**src/rtl/mips_perf_pkg.sv**
```systemverilog
// Shared types, default sizes and select helpers for the performance counter bank.
package mips_perf_pkg;

  typedef enum logic [1:0] {
    ST_IDLE = 2'd0,
    ST_RUN  = 2'd1,
    ST_HALT = 2'd2
  } state_t;

  localparam int DEF_NUM_CH = 4;
  localparam int DEF_CNT_W  = 32;

  // sel must be able to encode NUM_CH itself, which addresses the cycle shadow.
  function automatic int sel_width(input int num_ch);
    return (num_ch < 1) ? 1 : $clog2(num_ch + 1);
  endfunction

  // True when a select value addresses the cycle shadow rather than a channel.
  function automatic logic is_cycle_sel(input int sel_val, input int num_ch);
    return (sel_val == num_ch);
  endfunction

endpackage

```
**src/rtl/mips_perf_chan.sv**
```systemverilog
// One event channel: edge detect, counter with wrap/sticky overflow, snapshot shadow.
module mips_perf_chan
  import mips_perf_pkg::*;
#(
  parameter int CNT_W = DEF_CNT_W
) (
  input  logic             clk,
  input  logic             rst,
  input  logic             clear,
  input  logic             count_en,
  input  logic             evt,
  input  logic             mode,
  input  logic             snap,
  output logic [CNT_W-1:0] shadow,
  output logic             ovf,
  output logic             wrap
);

  localparam logic [CNT_W-1:0] ONE = CNT_W'(1);

  logic             prev_reg;
  logic             hit;
  logic [CNT_W-1:0] count_reg;
  logic [CNT_W-1:0] count_next;
  logic [CNT_W-1:0] shadow_reg;
  logic             ovf_reg;

  // Qualify the strobe and form the post-update count for this cycle.
  always_comb begin
    hit        = mode ? (evt & ~prev_reg) : evt;
    count_next = count_reg;
    wrap       = 1'b0;
    if (count_en && hit) begin
      count_next = count_reg + ONE;
      wrap       = &count_reg;
    end
  end

  // prev tracks the raw strobe in every state so edge mode never sees a stale level.
  always_ff @(posedge clk) begin
    if (rst) prev_reg <= 1'b0;
    else     prev_reg <= evt;
  end

  // Counter, sticky overflow and shadow; the shadow captures the post-update value.
  always_ff @(posedge clk) begin
    if (rst || clear) begin
      count_reg  <= '0;
      shadow_reg <= '0;
      ovf_reg    <= 1'b0;
    end else begin
      count_reg <= count_next;
      if (wrap) ovf_reg <= 1'b1;
      if (snap) shadow_reg <= count_next;
    end
  end

  assign shadow = shadow_reg;
  assign ovf    = ovf_reg;

endmodule

```
**src/rtl/mips_perf_counter.sv**
```systemverilog
// Cycle counter plus NUM_CH event channels under a run/halt FSM, with snapshot readback.
module mips_perf_counter
  import mips_perf_pkg::*;
#(
  parameter int NUM_CH      = DEF_NUM_CH,
  parameter int CNT_W       = DEF_CNT_W,
  parameter bit STOP_ON_OVF = 1'b0,
  parameter int SEL_W       = sel_width(NUM_CH)
) (
  input  logic              clk,
  input  logic              rst,
  input  logic              clear,
  input  logic              start,
  input  logic              stop,
  input  logic [NUM_CH-1:0] events,
  input  logic [NUM_CH-1:0] mode,
  input  logic              snap,
  input  logic [SEL_W-1:0]  sel,
  output logic [CNT_W-1:0]  rd_data,
  output logic [NUM_CH-1:0] ovf,
  output logic [CNT_W-1:0]  cycle,
  output logic              running,
  output logic              snap_valid
);

  localparam logic [CNT_W-1:0] ONE = CNT_W'(1);

  state_t           state_reg;
  state_t           state_next;
  logic             count_en;
  logic [NUM_CH-1:0] wrap_bus;
  logic [CNT_W-1:0] shadow_bus [NUM_CH];
  logic [CNT_W-1:0] cycle_reg;
  logic [CNT_W-1:0] cycle_next;
  logic [CNT_W-1:0] cycle_shadow_reg;
  logic [CNT_W-1:0] rd_data_reg;
  logic [CNT_W-1:0] rd_data_next;
  logic             snap_valid_reg;

  // A stop (or clear) on the same edge suppresses counting of that cycle's events.
  assign count_en = (state_reg == ST_RUN) && !stop && !clear;

  genvar gi;
  generate
    for (gi = 0; gi < NUM_CH; gi++) begin : g_chan
      mips_perf_chan #(.CNT_W(CNT_W)) u_chan (
        .clk      (clk),
        .rst      (rst),
        .clear    (clear),
        .count_en (count_en),
        .evt      (events[gi]),
        .mode     (mode[gi]),
        .snap     (snap),
        .shadow   (shadow_bus[gi]),
        .ovf      (ovf[gi]),
        .wrap     (wrap_bus[gi])
      );
    end
  endgenerate

  // Next state: clear overrides everything, stop beats start while running.
  always_comb begin
    state_next = state_reg;
    case (state_reg)
      ST_IDLE: if (start) state_next = ST_RUN;
      ST_RUN: begin
        if (stop || (STOP_ON_OVF && ((|ovf) || (|wrap_bus)))) state_next = ST_HALT;
      end
      ST_HALT: if (start) state_next = ST_RUN;
      default: state_next = ST_IDLE;
    endcase
    if (clear) state_next = ST_IDLE;
  end

  // State register.
  always_ff @(posedge clk) begin
    if (rst) state_reg <= ST_IDLE;
    else     state_reg <= state_next;
  end

  // Free-running cycle count while running; it wraps without flagging.
  always_comb begin
    cycle_next = cycle_reg;
    if (count_en) cycle_next = cycle_reg + ONE;
  end

  // Cycle counter, its shadow and the snapshot strobe.
  always_ff @(posedge clk) begin
    if (rst || clear) begin
      cycle_reg        <= '0;
      cycle_shadow_reg <= '0;
      snap_valid_reg   <= 1'b0;
    end else begin
      cycle_reg      <= cycle_next;
      snap_valid_reg <= snap;
      if (snap) cycle_shadow_reg <= cycle_next;
    end
  end

  // Readback mux over the registered shadows; unused select codes read zero.
  always_comb begin
    rd_data_next = '0;
    if (is_cycle_sel(int'(sel), NUM_CH)) rd_data_next = cycle_shadow_reg;
    for (int i = 0; i < NUM_CH; i++) begin
      if (sel == SEL_W'(i)) rd_data_next = shadow_bus[i];
    end
  end

  // Readback register.
  always_ff @(posedge clk) begin
    if (rst || clear) rd_data_reg <= '0;
    else              rd_data_reg <= rd_data_next;
  end

  assign rd_data    = rd_data_reg;
  assign cycle      = cycle_reg;
  assign running    = (state_reg == ST_RUN);
  assign snap_valid = snap_valid_reg;

endmodule

```
**config.mk**
```make
export PLATFORM = sky130hd
export DESIGN_NAME = mips_perf_counter
export DESIGN_NICKNAME = d
export VERILOG_FILES = /design/src/rtl/mips_perf_pkg.sv /design/src/rtl/mips_perf_chan.sv /design/src/rtl/mips_perf_counter.sv
export SDC_FILE = /design/constraint.sdc
export NUM_CORES = 1
export LEC_CHECK = 0
export CAP_MARGIN = 20
export CORE_ASPECT_RATIO = 2
export CORE_MARGIN = 10
export CORE_UTILIZATION = 45
export CTS_BUF_LIST = sky130_fd_sc_hd__clkbuf_4
export DETAILED_ROUTE_END_ITERATION = 10
export PLACE_DENSITY = 0.62
export SLEW_MARGIN = 5
export SYNTH_ARGS = -nofsm -noshare
export SYNTH_HDL_FRONTEND = slang
export SYNTH_HIERARCHICAL = 1
export SYNTH_SLANG_ARGS = --single-unit
```
**constraint.sdc**
```tcl
create_clock -name clk -period 3.3 [get_ports clk]
set_input_delay 0.66 -clock clk [delete_from_list [all_inputs] [get_ports clk]]
set_output_delay 0.66 -clock clk [all_outputs]
set_load 0.1 [all_outputs]
```
==> results.py, run 1 <==
metrics = {
    "sta": {
        "fmax_mhz": 368,
        "rsz0062_at_grt": "false",
        "max-slew-margin-rel_pct": 45.2,
        "tightest_slew_ns": 0.823,
        "fin_crit_sh_pct": 82.3,
        "finalHoldViolCount": 0,
        "fin_crit_ns": 2.72,
        "finalClockSkew_ns": 0.0311,
        "setup_viol": 0,
        "finalMaxSlewViolations": 0,
    },
    "synth": {
        "async_flop_share_pct": 0,
        "synth_edf_count": 0,
        "yosysUniqueCellTypes": 46,
        "yosysSeqAreaShare_pct": 48.2,
        "ys.warnings.count": 6,
        "synth_cells": 1700,
        "avgSynthCellArea_um2": 8.87,
        "synth_seq_cells": 363,
        "synthFlopType": "dfxtp_1",
        "synth_nets": 1722,
        "syn-cell-area_mm2": 0.0151,
    },
    "clock_tree": {
        "clkTransAtPathRegs_ns": 0.07,
        "htreeDepth": 3,
        "ctsHoldBuffers": 0,
        "cts_buffers": 84,
        "insertion_delay_ns": 0.77,
        "cts_tree": "done",
        "clk_path_buf_depth": 3,
        "root_buffer": "clkbuf_4",
        "cts_setup_buffers": 0,
        "cts_resized": 0,
        "cts_sinks": 363,
    },
    "worst_setup_path": {
        "cp_max_fo": 7,
        "slowest_delay_ns": 0.54,
        "timing.rr.start": "state_reg[1]$_SDFFE_PP0P_",
        "cp_top_family": "simple AND/OR/NAND/NOR gates",
        "cp_cell_sequence": "clkdlybuf4s50_1 > or4b_4 > clkinv_4 > buf_4 > nand2_1 > or3_1 > nor4_1 > xnor2_1 > a21oi_1",
        "cp.required_ns": 3.93,
        "path_class": "primary input to flip-flop",
        "cp.arrival_ns": 3.34,
        "worstSetupEndpointType": "flip-flop",
        "reg2reg_depth": 8,
        "start_kind": "primary input",
        "cp_num_buf_inv": 3,
        "rrSetupSlack_ns": 0.61,
        "reg2reg_to": "g_chan[1].u_chan/shadow[29]$_SDFFE_PP0P_",
        "slowest_stage": "or4b_4",
    },
    "power": {
        "powerDensity_mw_per_mm2": 487,
        "intPower_mw": 6.31,
        "power_mw": 8.47,
        "swShare_pct": 25.4,
        "p_switching_mw": 2.15,
        "clkPwrFrac_pct": 41.1,
        "seqPwrFrac_pct": 53.1,
        "leakagePower_nw": 6.28,
        "ir_drop_mv": 0.271,
        "combPwrFrac_pct": 5.8,
    },
    "drt": {
        "wl_per_cell_um": 20.1,
        "route.detailed.drc": 0,
        "drtPass1Iterations": 6,
        "final_antenna_net_count": 0,
        "drtIter0Drc": 786,
        "post_drt_via_cell_ratio": 5.57,
        "vias": 12879,
        "drt_wl_total_um": 46400,
    },
    "layout": {
        "drive_gt1_share_pct": 15.9,
        "stdcell_area_mm2": 0.0174,
        "synthToLayoutAreaGrowth_pct": 15.4,
        "final_core_util_pct": 52.7,
        "fin_nets": 1838,
    },
    "hold_path": {
        "hp-class": "flip-flop to flip-flop",
        "min_to": "g_chan[3].u_chan/ovf$_SDFFE_PP0P_",
        "holdPathStages": 1,
        "hold_start": "g_chan[3].u_chan/ovf$_SDFFE_PP0P_",
    },
    "global_route": {
        "overflow": 0,
        "grt_antenna_before_repair": 1,
        "grt_pass1_wl_um": 71600,
        "grt_max_degree": 95,
        "grt_pass1_vias": 13264,
        "groute.usage.overall_pct": 22.1,
    },
    "place": {
        "placement.io_buffers": 86,
        "postPlaceCellArea_mm2": 0.0164,
        "gp_congestion": 0.932,
        "dp_hpwl_um": 34200,
    },
    "floorplan": {
        "dieArea_mm2": 0.0417,
        "ioPinCount": 87,
        "design.core.area_mm2": 0.0330,
        "die_w_um": 149,
        "initial_core_util_pct": 45.6,
        "core.rowCount": 94,
        "dieHeight_um": 279,
    },
    "job": {
        "maxCapViolations": 0,
    },
    "run_status": {
        "outcome": "completed",
    },
}
layer usage:
metal  global-route usage [%]  part of all wire [%]
met1                     19.8                    34
met5                        0                     0
met4                     15.5                   6.9
met2                     42.0                    55
met3                     4.57                   4.1
synth_stat cells (4+ instances only):
master / n / area share [%]
nor2b_1: 6 / 0.25
nand3_1: 47 / 1.6
nand4_4: 4 / 0.56
or3_1: 14 / 0.58
and4_1: 21 / 1.2
nor4_1: 40 / 1.7
mux2i_1: 40 / 2.7
o21ai_0: 127 / 4.2
nand4_2: 6 / 0.50
ha_1: 5 / 0.41
and3_1: 23 / 0.95
nand4_1: 59 / 2.4
nor3_1: 17 / 0.56
dfxtp_1: 363 / 48
xor2_1: 75 / 4.4
buf_1: 11 / 0.27
or2_2: 12 / 0.50
clkbuf_1: 96 / 2.4
o21a_1: 4 / 0.20
a22oi_1: 4 / 0.20
inv_1: 11 / 0.27
a31oi_1: 4 / 0.17
nor2_1: 278 / 6.9
nand2_1: 52 / 1.3
nor4_4: 4 / 0.56
a21oi_1: 153 / 5.1
a2bb2oi_1: 32 / 1.9
and2_1: 21 / 0.87
xnor2_1: 73 / 4.2
buf_2: 7 / 0.23
a211oi_1: 69 / 3.4
through the flow:
step	setup WS (ns)	cells	hold WS [ns]	TNS, ns
finish	0.585	2311	0.467	0
global route	0.452	2311	0.455	0
CTS	0.633	2309	0.441	0
detailed placement	-0.149	2161	0.447	-2.89
global placement	-0.140	2161	0.442	-2.18
floorplan	0.205	1700	0.426	0
cells in the final DEF, fill, tap and decap left out, drive strengths merged, types with 15 or more instances in the layout:
cell	n
dfxtp	363
o21ai	127
and3	23
nand4	69
mux2i	40
nor3	17
xnor2	73
xor2	75
or3	15
nor2	278
a21oi	153
a2bb2oi	32
clkinv	25
nand2	52
a211oi	69
nor4	47
and4	22
and2	21
clkbuf	125
buf	130
nand3	50
cells by family (layout without fill, tap and decap cells):
kind of cell             after synthesis  count (layout)  synth area share, %
flip-flops                           363             363                 48.2
AO/OA/AOI/OAI                        393             393                 15.1
AND/OR/NAND/NOR                      624             624                 21.7
XOR/XNOR                             148             148                 8.59
multiplexers                          40              40                 2.65
buffers and inverters                127             305                 3.30
adder cells (fa/ha/maj)                5               5                0.415
other                                  0               1                    0
layout make-up:
class / instances / area (um^2)
Inverter: 12 / 50.0
Multi-Input combinational cell: 1210 / 7330
Fill cell: 3183 / 15600
Clock inverter: 24 / 95.1
Clock buffer: 124 / 931
Sequential cell: 363 / 7270
Tap cell: 432 / 541
Antenna cell: 1 / 2.50
Timing Repair Buffer: 145 / 1190
worst max-delay path by stage:
stage	startpoint	to	slack, ns	cells after the start
detailed placement	stop	g_chan[2].u_chan/count_reg[28]$_SDFF_PP0_	-0.15	8
finish	clear	g_chan[1].u_chan/shadow[29]$_SDFFE_PP0P_	0.58	9
global placement	clear	g_chan[2].u_chan/count_reg[26]$_SDFF_PP0_	-0.14	8
floorplan	stop	g_chan[2].u_chan/count_reg[30]$_SDFF_PP0_	0.20	8
CTS	state_reg[1]$_SDFFE_PP0P_	g_chan[1].u_chan/shadow[29]$_SDFFE_PP0P_	0.63	8
global route	state_reg[1]$_SDFFE_PP0P_	g_chan[1].u_chan/shadow[29]$_SDFFE_PP0P_	0.45	8
worst register-to-register path: cells and delay by family, from the launching register on:
kind | cells | cell delay (ns)
AO/OA/AOI/OAI | 1 | 0.10
XOR/XNOR | 1 | 0.20
buffers and inverters | 2 | 0.26
flip-flops | 1 | 0.33
AND/OR/NAND/NOR | 4 | 1.68
power by group through the flow:
stage | registers (mW) | clock network, mW | logic [mW]
floorplan | 4.63 | 0 | 0.269
global placement | 4.60 | 0 | 0.484
detailed placement | 4.60 | 0 | 0.488
CTS | 4.50 | 3.60 | 0.489
global route | 4.50 | 3.82 | 0.531
finish | 4.50 | 3.48 | 0.490
No activity file was read; power rests on OpenSTA's default activity.
==> run 2: changes to the inputs <==
- PLACE_DENSITY: 0.62 -> 0.64
- clock period: 3.3 -> 2.15 ns (I/O delays scaled with it)
==> run 2 against run 1 <==
The run now ends with negative setup slack left. Core utilization grew 13 points. Register-to-register slack lost 1.1 ns. Sequential power grew 53%. Die area is the same. Clock power grew 61%. Power grew 58%. Worst hold slack lost 0.32 ns. Sequential share of layout area shrank 8.1 points. Clock skew grew 0.013 ns. Via count grew 8.5%. Routed wire length grew 13%. Critical endpoint is now g_chan[2].u_chan/count_reg[26]$_SDFF_PP0_.
==> results.py, run 2 (synthesis gave the netlist of run 1 again) <==
metrics = {
    "run_status": {
        "outcome": "complete, but fails checks",
        "violations": "negative setup slack",
    },
    "sta": {
        "setup_tns_ns": -50.49,
        "rsz0062_at_grt": "true",
        "worst_slack_ns": -0.466,
        "setup_viol": 271,
        "finalClockSkew_ns": 0.0441,
        "finalMaxSlewViolations": 0,
        "whs_ns": 0.151,
        "fmax_mhz": 382,
        "fin_crit_ns": 2.62,
        "max-slew-margin-rel_pct": 67.5,
        "fin_crit_sh_pct": 122,
        "finalHoldViolCount": 0,
        "tightest_slew_ns": 0.485,
    },
    "worst_setup_path": {
        "start_kind": "flip-flop",
        "worstSetupEndpointType": "flip-flop",
        "rrSetupSlack_ns": -0.47,
        "reg2reg_to": "g_chan[2].u_chan/count_reg[26]$_SDFF_PP0_",
        "timing.rr.start": "state_reg[1]$_SDFFE_PP0P_",
        "cp.required_ns": 2.87,
        "reg2reg_depth": 7,
        "crit_start": "state_reg[1]$_SDFFE_PP0P_",
        "cp_max_fo": 6,
        "path_class": "flip-flop to flip-flop",
        "cp.arrival_ns": 3.34,
    },
    "floorplan": {
        "ioPinCount": 87,
        "design.core.area_mm2": 0.0330,
        "die_w_um": 149,
        "core.rowCount": 94,
        "initial_core_util_pct": 45.6,
        "dieArea_mm2": 0.0417,
        "dieHeight_um": 279,
    },
    "power": {
        "leakagePower_nw": 8.41,
        "powerDensity_mw_per_mm2": 618,
        "ir_drop_mv": 0.377,
    },
    "global_route": {
        "grt_antenna_before_repair": 1,
        "groute.usage.overall_pct": 24.2,
        "grt_pass1_wl_um": 78700,
        "grt_pass1_vias": 14358,
        "overflow": 0,
        "grt_max_degree": 71,
    },
    "layout": {
        "fillers": 2548,
        "drive_gt1_share_pct": 36.3,
        "fin_nets": 1975,
        "final_common_cell": "dfxtp_1",
        "synthToLayoutAreaGrowth_pct": 43.8,
        "final_core_util_pct": 65.6,
        "stdcell_area_mm2": 0.0217,
        "mostFrequentLayoutCells": "dfxtp_1 (338), nor2_1 (258), buf_4 (171)",
    },
    "drt": {
        "vias": 13975,
        "drtPass1Iterations": 7,
        "drt_wl_total_um": 52500,
        "final_antenna_net_count": 0,
        "wl_per_cell_um": 21.5,
        "post_drt_via_cell_ratio": 5.73,
        "drtIter0Drc": 888,
        "route.detailed.drc": 0,
    },
    "hold_path": {
        "hp-class": "primary input to flip-flop",
        "holdPathStages": 2,
        "hold_start": "snap",
        "min_to": "g_chan[2].u_chan/shadow[11]$_SDFFE_PP0P_",
    },
    "clock_tree": {
        "clk_path_buf_depth": 3,
        "htreeDepth": 3,
        "insertion_delay_ns": 0.80,
        "clkTransAtPathRegs_ns": 0.07,
        "cts_buffers": 83,
        "cts_tree": "done",
        "cts_sinks": 363,
        "root_buffer": "clkbuf_4",
    },
    "place": {
        "placement.io_buffers": 86,
        "postPlaceCellArea_mm2": 0.0177,
        "dp_hpwl_um": 35800,
        "gp_congestion": 0.939,
    },
    "job": {
        "maxCapViolations": 0,
    },
}
==> run 2: final cells by class <==
class / count / area [um^2] / share of cell area, %
Timing Repair Buffer: 283 / 2860 / 13.2
Clock inverter: 16 / 116 / 0.537
Clock buffer: 123 / 923 / 4.26
Tap cell: 432 / 541 / 2.49
Multi-Input combinational cell: 1210 / 9880 / 45.6
Antenna cell: 1 / 2.50 / 0.0115
Sequential cell: 363 / 7310 / 33.7
Inverter: 12 / 57.6 / 0.265
==> run 2: metrics by stage <==
stage                     power [mW]  worst slack, ns  cells
after global placement          7.86            -1.08   2256
after floorplan                 7.53           -0.671   1700
after CTS                       13.5           -0.446   2421
after global routing            13.9           -0.471   2440
after detailed placement        7.87            -1.11   2256
final                           13.4           -0.466   2440
==> run 2: metal layers <==
layer / share of wire (%) / routed length [um] / GRT usage (%)
met3: 4.1 / 2140 / 4.08
met2: 55 / 28700 / 44.8
met5: 0 / 0 / 0
met4: 9.7 / 5080 / 20.8
met1: 32 / 16700 / 21.9
==> run 2: timing repair <==
item	4_1_cts	5_1_grt
setup buffers	28	25
endpoints found under the hold margin	0	0
setup endpoints to repair	265	275
hold buffers	0	0
cloned	2	1
resized for setup	254	173
pin swaps	180	114
==> run 2: where the power goes <==
part           switching, mW  internal [mW]  leakage (nW)
registers             0.0727           6.82          2.95
clock network           2.76           2.84         0.631
logic                  0.575          0.323          4.82
==> run 2: critical path, stage by stage (launching register included) <==
cell and delay (ns):
dfxtp_2 0.32, or4b_4 0.53, clkinv_8 0.10, nand2_4 0.05
or4_4 0.53, or4_4 0.52, or3_1 0.34, a21oi_2 0.16
==> run 2: worst max-delay path by stage <==
stage / slack [ns] / cells after the start / to
floorplan: -0.67 / 8 / g_chan[2].u_chan/count_reg[30]$_SDFF_PP0_
global placement: -1.08 / 8 / g_chan[2].u_chan/count_reg[26]$_SDFF_PP0_
detailed placement: -1.11 / 8 / g_chan[2].u_chan/count_reg[26]$_SDFF_PP0_
CTS: -0.45 / 7 / g_chan[2].u_chan/count_reg[26]$_SDFF_PP0_
global route: -0.47 / 7 / g_chan[2].u_chan/count_reg[26]$_SDFF_PP0_
finish: -0.47 / 7 / g_chan[2].u_chan/count_reg[26]$_SDFF_PP0_
